**src/rtl/add_sub_pipe_pkg.sv**
```systemverilog
// Shared configuration helpers and the flag bundle for the pipelined adder/subtractor.
package add_sub_pkg;

    // True when the carry chain splits into equal, non-empty slices.
    function automatic bit cfg_ok(input int width, input int stages);
        return (stages >= 1) && (width >= stages) && ((width % stages) == 0);
    endfunction

    function automatic int slice_width(input int width, input int stages);
        return (stages >= 1) ? (width / stages) : width;
    endfunction

    typedef struct packed {
        logic co;
        logic ovf;
        logic zero;
    } flags_t;

endpackage

```
**src/rtl/add_sub_pipe_if.sv**
```systemverilog
// Operand/result stream between a source, add_sub_pipe and a back-pressuring consumer.
interface add_sub_pipe_if #(
    parameter int WIDTH = 32,
    parameter int TAG_W = 4
);
    logic             in_valid;
    logic             in_ready;
    logic [WIDTH-1:0] a;
    logic [WIDTH-1:0] b;
    logic             ci;
    logic             sub;
    logic [TAG_W-1:0] tag;

    logic             out_valid;
    logic             out_ready;
    logic [WIDTH-1:0] s;
    logic             co;
    logic             ovf;
    logic             zero;
    logic [TAG_W-1:0] tag_out;

    modport slave (
        input  in_valid, a, b, ci, sub, tag, out_ready,
        output in_ready, out_valid, s, co, ovf, zero, tag_out
    );

    modport master (
        output in_valid, a, b, ci, sub, tag, out_ready,
        input  in_ready, out_valid, s, co, ovf, zero, tag_out
    );
endinterface

```
**src/rtl/add_sub_pipe_slice.sv**
```systemverilog
// Combinational CW-bit carry slice; one instance per pipeline stage.
module add_sub_slice #(
    parameter int CW = 8
) (
    input  logic [CW-1:0] x,
    input  logic [CW-1:0] y,
    input  logic          cin,
    output logic [CW-1:0] sum,
    output logic          cout
);
    assign {cout, sum} = {1'b0, x} + {1'b0, y} + {{CW{1'b0}}, cin};
endmodule

```
**src/rtl/add_sub_pipe.sv**
```systemverilog
// Pipelined add/sub: one carry slice per stage, global stall on output back-pressure.
module add_sub_pipe
    import add_sub_pkg::*;
#(
    parameter int WIDTH  = 32,
    parameter int STAGES = 4,
    parameter int TAG_W  = 4
) (
    input  logic          clk,
    input  logic          rst,
    add_sub_pipe_if.slave io
);
    localparam int CW   = slice_width(WIDTH, STAGES);
    localparam int LAST = STAGES - 1;

    if (!cfg_ok(WIDTH, STAGES)) begin : g_cfg_check
        $error("add_sub_pipe: WIDTH must be a non-zero multiple of STAGES");
    end

    logic             advance;
    logic [WIDTH-1:0] b_eff;
    logic             cin0;
    flags_t           flags;

    // Subtract runs as a + ~b + ~ci, so both b and the carry-in are inverted up front.
    assign b_eff   = io.b ^ {WIDTH{io.sub}};
    assign cin0    = io.ci ^ io.sub;
    assign advance = !g_st[LAST].v_q || io.out_ready;

    for (genvar k = 0; k < STAGES; k++) begin : g_st
        localparam int AW = WIDTH - k * CW;

        logic [AW-1:0]         a_in;
        logic [AW-1:0]         b_in;
        logic                  c_in;
        logic                  v_in;
        logic                  sub_in;
        logic [TAG_W-1:0]      tag_in;
        logic [(k+1)*CW-1:0]   res_d;
        logic [(k+1)*CW-1:0]   res_q;
        logic [CW-1:0]         sum;
        logic                  cout;
        logic                  v_q;
        logic [TAG_W-1:0]      tag_q;

        if (k == 0) begin : g_src
            assign a_in   = io.a;
            assign b_in   = b_eff;
            assign c_in   = cin0;
            assign v_in   = io.in_valid;
            assign sub_in = io.sub;
            assign tag_in = io.tag;
            assign res_d  = sum;
        end else begin : g_src
            assign a_in   = g_st[k-1].g_fwd.a_q;
            assign b_in   = g_st[k-1].g_fwd.b_q;
            assign c_in   = g_st[k-1].g_fwd.c_q;
            assign v_in   = g_st[k-1].v_q;
            assign sub_in = g_st[k-1].g_fwd.sub_q;
            assign tag_in = g_st[k-1].tag_q;
            assign res_d  = {sum, g_st[k-1].res_q};
        end

        add_sub_slice #(.CW(CW)) u_slice (
            .x   (a_in[CW-1:0]),
            .y   (b_in[CW-1:0]),
            .cin (c_in),
            .sum (sum),
            .cout(cout)
        );

        // NOTE: non-blocking assignments let every stage capture its predecessor's pre-edge value.
        // NOTE: data registers are reset along with the valid bits so s/co/ovf/tag_out read 0 after reset.
        always_ff @(posedge clk or posedge rst) begin
            if (rst) begin
                v_q   <= 1'b0;
                tag_q <= '0;
                res_q <= '0;
            end else if (advance) begin
                v_q   <= v_in;
                tag_q <= tag_in;
                res_q <= res_d;
            end
        end

        if (k < LAST) begin : g_fwd
            logic [AW-CW-1:0] a_q;
            logic [AW-CW-1:0] b_q;
            logic             c_q;
            logic             sub_q;

            always_ff @(posedge clk or posedge rst) begin
                if (rst) begin
                    a_q   <= '0;
                    b_q   <= '0;
                    c_q   <= 1'b0;
                    sub_q <= 1'b0;
                end else if (advance) begin
                    a_q   <= a_in[AW-1:CW];
                    b_q   <= b_in[AW-1:CW];
                    c_q   <= cout;
                    sub_q <= sub_in;
                end
            end
        end else begin : g_last
            logic co_q;
            logic ovf_q;

            // The operand MSBs live in this final slice, so overflow is resolved here.
            always_ff @(posedge clk or posedge rst) begin
                if (rst) begin
                    co_q  <= 1'b0;
                    ovf_q <= 1'b0;
                end else if (advance) begin
                    co_q  <= cout ^ sub_in;
                    ovf_q <= (a_in[CW-1] == b_in[CW-1]) && (sum[CW-1] != a_in[CW-1]);
                end
            end
        end
    end

    assign flags.co   = g_st[LAST].g_last.co_q;
    assign flags.ovf  = g_st[LAST].g_last.ovf_q;
    assign flags.zero = (g_st[LAST].res_q == '0);

    assign io.in_ready  = advance;
    assign io.out_valid = g_st[LAST].v_q;
    assign io.s         = g_st[LAST].res_q;
    assign io.co        = flags.co;
    assign io.ovf       = flags.ovf;
    assign io.zero      = flags.zero;
    assign io.tag_out   = g_st[LAST].tag_q;

endmodule
```
**src/flat_wrapper.sv**
```systemverilog
// flat-port wrapper written by rule: the top's interface ports become plain ports
module add_sub_pipe_flat import add_sub_pkg::*;
#(
    parameter int WIDTH  = 32,
    parameter int STAGES = 4,
    parameter int TAG_W  = 4
)
  (clk, rst, io_in_valid, io_a, io_b, io_ci, io_sub, io_tag, io_out_ready, io_in_ready, io_out_valid, io_s, io_co, io_ovf, io_zero, io_tag_out);
  add_sub_pipe_if #(.WIDTH(WIDTH), .TAG_W(TAG_W)) io_i ();
  input  logic clk;
  input  logic rst;
  input wire logic [$bits(io_i.in_valid)-1:0] io_in_valid;
  input wire logic [$bits(io_i.a)-1:0] io_a;
  input wire logic [$bits(io_i.b)-1:0] io_b;
  input wire logic [$bits(io_i.ci)-1:0] io_ci;
  input wire logic [$bits(io_i.sub)-1:0] io_sub;
  input wire logic [$bits(io_i.tag)-1:0] io_tag;
  input wire logic [$bits(io_i.out_ready)-1:0] io_out_ready;
  output wire logic [$bits(io_i.in_ready)-1:0] io_in_ready;
  output wire logic [$bits(io_i.out_valid)-1:0] io_out_valid;
  output wire logic [$bits(io_i.s)-1:0] io_s;
  output wire logic [$bits(io_i.co)-1:0] io_co;
  output wire logic [$bits(io_i.ovf)-1:0] io_ovf;
  output wire logic [$bits(io_i.zero)-1:0] io_zero;
  output wire logic [$bits(io_i.tag_out)-1:0] io_tag_out;
  assign io_i.in_valid = io_in_valid;
  assign io_i.a = io_a;
  assign io_i.b = io_b;
  assign io_i.ci = io_ci;
  assign io_i.sub = io_sub;
  assign io_i.tag = io_tag;
  assign io_i.out_ready = io_out_ready;
  assign io_in_ready = io_i.in_ready;
  assign io_out_valid = io_i.out_valid;
  assign io_s = io_i.s;
  assign io_co = io_i.co;
  assign io_ovf = io_i.ovf;
  assign io_zero = io_i.zero;
  assign io_tag_out = io_i.tag_out;
  add_sub_pipe #(.WIDTH(WIDTH), .STAGES(STAGES), .TAG_W(TAG_W)) u_core (.clk(clk), .rst(rst), .io(io_i));
endmodule
```
**config.mk**
```make
export PLATFORM = sky130hd
export DESIGN_NAME = add_sub_pipe_flat
export DESIGN_NICKNAME = d
export VERILOG_FILES = /design/src/rtl/add_sub_pipe_pkg.sv /design/src/rtl/add_sub_pipe_if.sv /design/src/rtl/add_sub_pipe_slice.sv /design/src/rtl/add_sub_pipe.sv /design/src/flat_wrapper.sv
export SDC_FILE = /design/constraint.sdc
export NUM_CORES = 1
export LEC_CHECK = 0
export BUFFER_PORTS_ARGS = -buffer_cell sky130_fd_sc_hd__buf_2
export CORE_UTILIZATION = 60
export CTS_CLUSTER_SIZE = 16
export DETAILED_ROUTE_END_ITERATION = 8
export PLACE_DENSITY = 0.83
export SLEW_MARGIN = 20
export SYNTH_ARGS = -nofsm -noshare
export SYNTH_HDL_FRONTEND = slang
export SYNTH_HIERARCHICAL = 1
export SYNTH_SLANG_ARGS = --single-unit
```
**constraint.sdc**
```tcl
create_clock -name clk -period 12 [get_ports clk]
set_input_delay 1.8 -clock clk [delete_from_list [all_inputs] [get_ports clk]]
set_output_delay 1.8 -clock clk [all_outputs]
set_load 0.05 [all_outputs]
```
==> metrics.yaml <==
setup_path:
  slowest_delay_ns: 0.40
  cp_num_cells: 3
  crit_type: "input port to primary output"
  arrival_ns: 2.65
  slowest_stage: "nand2b_4"
  required_ns: 10.20
  crit_family: "buffers and inverters"
  cp-start-kind: "input port"
  worst-path-buf-inv: 2
  ff2ff_path_depth: 4
  crit_top_cell: "buf_2"
  crit_path_max_fanout: 26
  crit_chain: "buf_2 > nand2b_4 > buf_2"
  worst_setup_path_end_kind: "primary output"
floorplan:
  dieArea_sq_um: 16800
  die_w_microns: 130
  die-height_microns: 130
  start_util_pct: 61.7
  num_rows: 46
  coreArea_sq_um: 15900
  ios: 115
pwr:
  vdd_drop_max_v: 0.000209
  p_leak_uw: 0.00528
  p_per_area_nw_per_um2: 307
timing:
  max_slew_margin_pct: 29.7
  final_hold_viol_count: 0
  whs_ns: 0.471
  setup_violations: 0
  period_share_pct: 37.1
  tns_ns: 0
  finalCriticalPeriod_ns: 4.45
  rsz0062_at_grt: "no"
  worst_pin_slew_ns: 1.06
  fmax_ghz: 0.225
  skew_ns: 0.00536
  slew_violations: 0
synth:
  ys_ff_latch: 204
  ys_async_sr_fraction_pct: 100
  synth_edf_count: 0
  synth_top_area_share_pct: 52.1
  syn_area_per_cell_sq_um: 14.5
  yosysTopAreaCell: "dfrtp_1"
  netlist_top_cells_area: "dfrtp_1 52%, mux2_4 21%, mux2_2 4.9%"
  ys.flop_type: "dfrtp_1"
  yosysWarnings: 6
  ys_types: 35
  syn_nets: 788
  syn_inst: 678
  syn-cell-area_sq_um: 9800
  ys_seq_area_share_pct: 52.1
finish:
  final_nets: 900
  layout-drive-gt1-share_pct: 41.0
  area_growth_pct: 12.9
  antenna-diode-count: 0
drt:
  drtPass1Iterations: 5
  wl_met1_microns: 8040
  ant_nets: 0
  remaining_drc_errors: 0
  wire_per_inst_microns: 17.9
  route.met2.wl_microns: 9120
  wirelength_microns: 18200
  wl_met3_microns: 616
  post_drt_via_cell_ratio: 5.54
  highest_layer: "met4"
  vias: 5629
  drt_iter0_markers: 341
global_routing:
  antenna_found_initial: 0
  grt_max_degree: 119
  grt_pass1_wl_microns: 29600
  overflow: 0
  grt_pass1_vias: 5965
  grt.total_usage_pct: 22.3
job:
  cap_violations: 0
clocking:
  cts_setup_buffers: 0
  h-tree-depth: 1
  clk_pin_slew_worst_paths_ns: 0.06
  cts_buffer_depth: 3
  holdBufCountCts: 0
  cts_buffers: 22
  cts_tree: "built"
  worstSkewPairLatency_ns: 0.49
  cts_num_sinks: 204
  cts_resized: 0
  clock-root-buffer: "clkbuf_16"
placed_design:
  gp_congestion: 0.864
  hpwl_microns: 12200
  io_buffer_count: 114
run_status:
  status: "finished, final reports clean"
hold_path:
  hold_path_depth: 1
  worstHoldPathType: "flip-flop to flip-flop"
final timing paths:
path | from | end | slack (ns)
max | io_out_ready | io_in_ready | 7.55
max reg2reg | u_core/io.out_valid | u_core/io.s[23] | 8.92
min in group asynchronous | rst | u_core/g_st[0].g_fwd.a_q[19] | 1.46
max in group asynchronous | rst | u_core/g_st[0].res_q[0] | 9.29
min reg2reg | u_core/g_st[2].v_q | u_core/io.out_valid | 0.47
min | u_core/g_st[2].v_q | u_core/io.out_valid | 0.47
synthesized netlist by cell type (4+ instances only):
library cell	instances
a21oi_1	46
nand3_1	7
inv_1	8
buf_2	13
a311o_1	6
xor2_1	16
mux2_4	134
a21o_1	7
buf_6	17
o21ai_0	5
nor3_1	8
fa_1	8
dfrtp_1	204
nand2_1	12
mux2_2	43
o21bai_1	4
nor4_1	12
ha_1	28
xnor2_1	35
nor2_1	35
nor2b_1	7
state kept, by name (all words and copies together), names as in the netlist:
name and flops:
u_core/g_st.g_fwd.a_q 48, u_core/g_st.g_fwd.b_q 48, u_core/g_st.g_fwd.c_q 3, u_core/g_st.g_fwd.sub_q 3
u_core/g_st.res_q 48, u_core/g_st.tag_q 12, u_core/g_st.v_q 3, u_core/io.co 1
u_core/io.out_valid 1, u_core/io.ovf 1, u_core/io.s 32, u_core/io.tag_out 4
through the flow:
step           util, %  instance area (sq um)  total power [uW]  std cells  setup WS, ns
2_1_floorplan        -                   9800              2480        678          4.63
3_3_place_gp      65.6                  10400              2700        982          7.40
3_5_place_dp      65.6                  10400              2790        982          7.30
4_1_cts           69.6                  11100              3420       1016          7.55
5_1_grt           69.7                  11100              3590       1016          7.49
6_report          69.7                  11100              3400       1016          7.55
placed cells by master (no fill, tap or decap), types with 2 or more instances in the layout:
cell / synthesis / routed
clkbuf_1: 0 / 8
nor2b_1: 7 / 7
dfrtp_1: 204 / 204
o21bai_1: 4 / 4
buf_6: 17 / 2
inv_1: 8 / 7
nor3_1: 8 / 8
o21ai_0: 5 / 5
mux2_2: 43 / 43
nand2_1: 12 / 12
fa_1: 8 / 8
nor4_1: 12 / 12
mux2i_1: 3 / 3
a21o_1: 7 / 7
clkbuf_8: 0 / 2
buf_4: 0 / 2
xnor2_1: 35 / 35
ha_1: 28 / 28
inv_2: 3 / 3
xor2_1: 16 / 16
a21oi_1: 46 / 46
nand4_1: 2 / 2
clkbuf_16: 0 / 23
a311o_1: 6 / 6
nor2_1: 35 / 35
mux2_4: 134 / 134
nand3_1: 7 / 7
a2111oi_0: 3 / 3
a221oi_1: 3 / 3
buf_2: 13 / 114
area by class of cell:
type,count,area (sq um)
inverter,11,48.8
sequential,204,5100
clock inverter,1,5.00
fill,1097,4820
tap,216,270
timing repair buffer,118,608
multi-input combinational,433,4400
clock buffer,33,633
report_power, final:
group	total, uW	switching (uW)	leakage (uW)	internal (uW)
clock network	606	246	0.000311	360
registers	1230	223	0.00236	1010
logic	1570	786	0.00261	783
cell families (layout without fill, tap and decap cells):
kind of cell	count (synthesis)	in the layout	share of synthesized area [%]
AOI/OAI and AO/OA	79	79	5.02
xor gates and xnor gates	51	51	4.56
buffers and inverters	41	163	3.04
adders and majority gates	36	36	5.21
muxes	180	180	25.8
DFF	204	204	52.1
and+or+nand+nor	87	87	4.29
metal layers:
layer / vias up / GRT usage [%]
li1: 2629 / -
met1: 2847 / 30.0
met3: 34 / 3.12
met4: 0 / 7.52
met2: 119 / 37.7
met5: - / 0
Note: power is estimated with default switching activity, not from simulation.
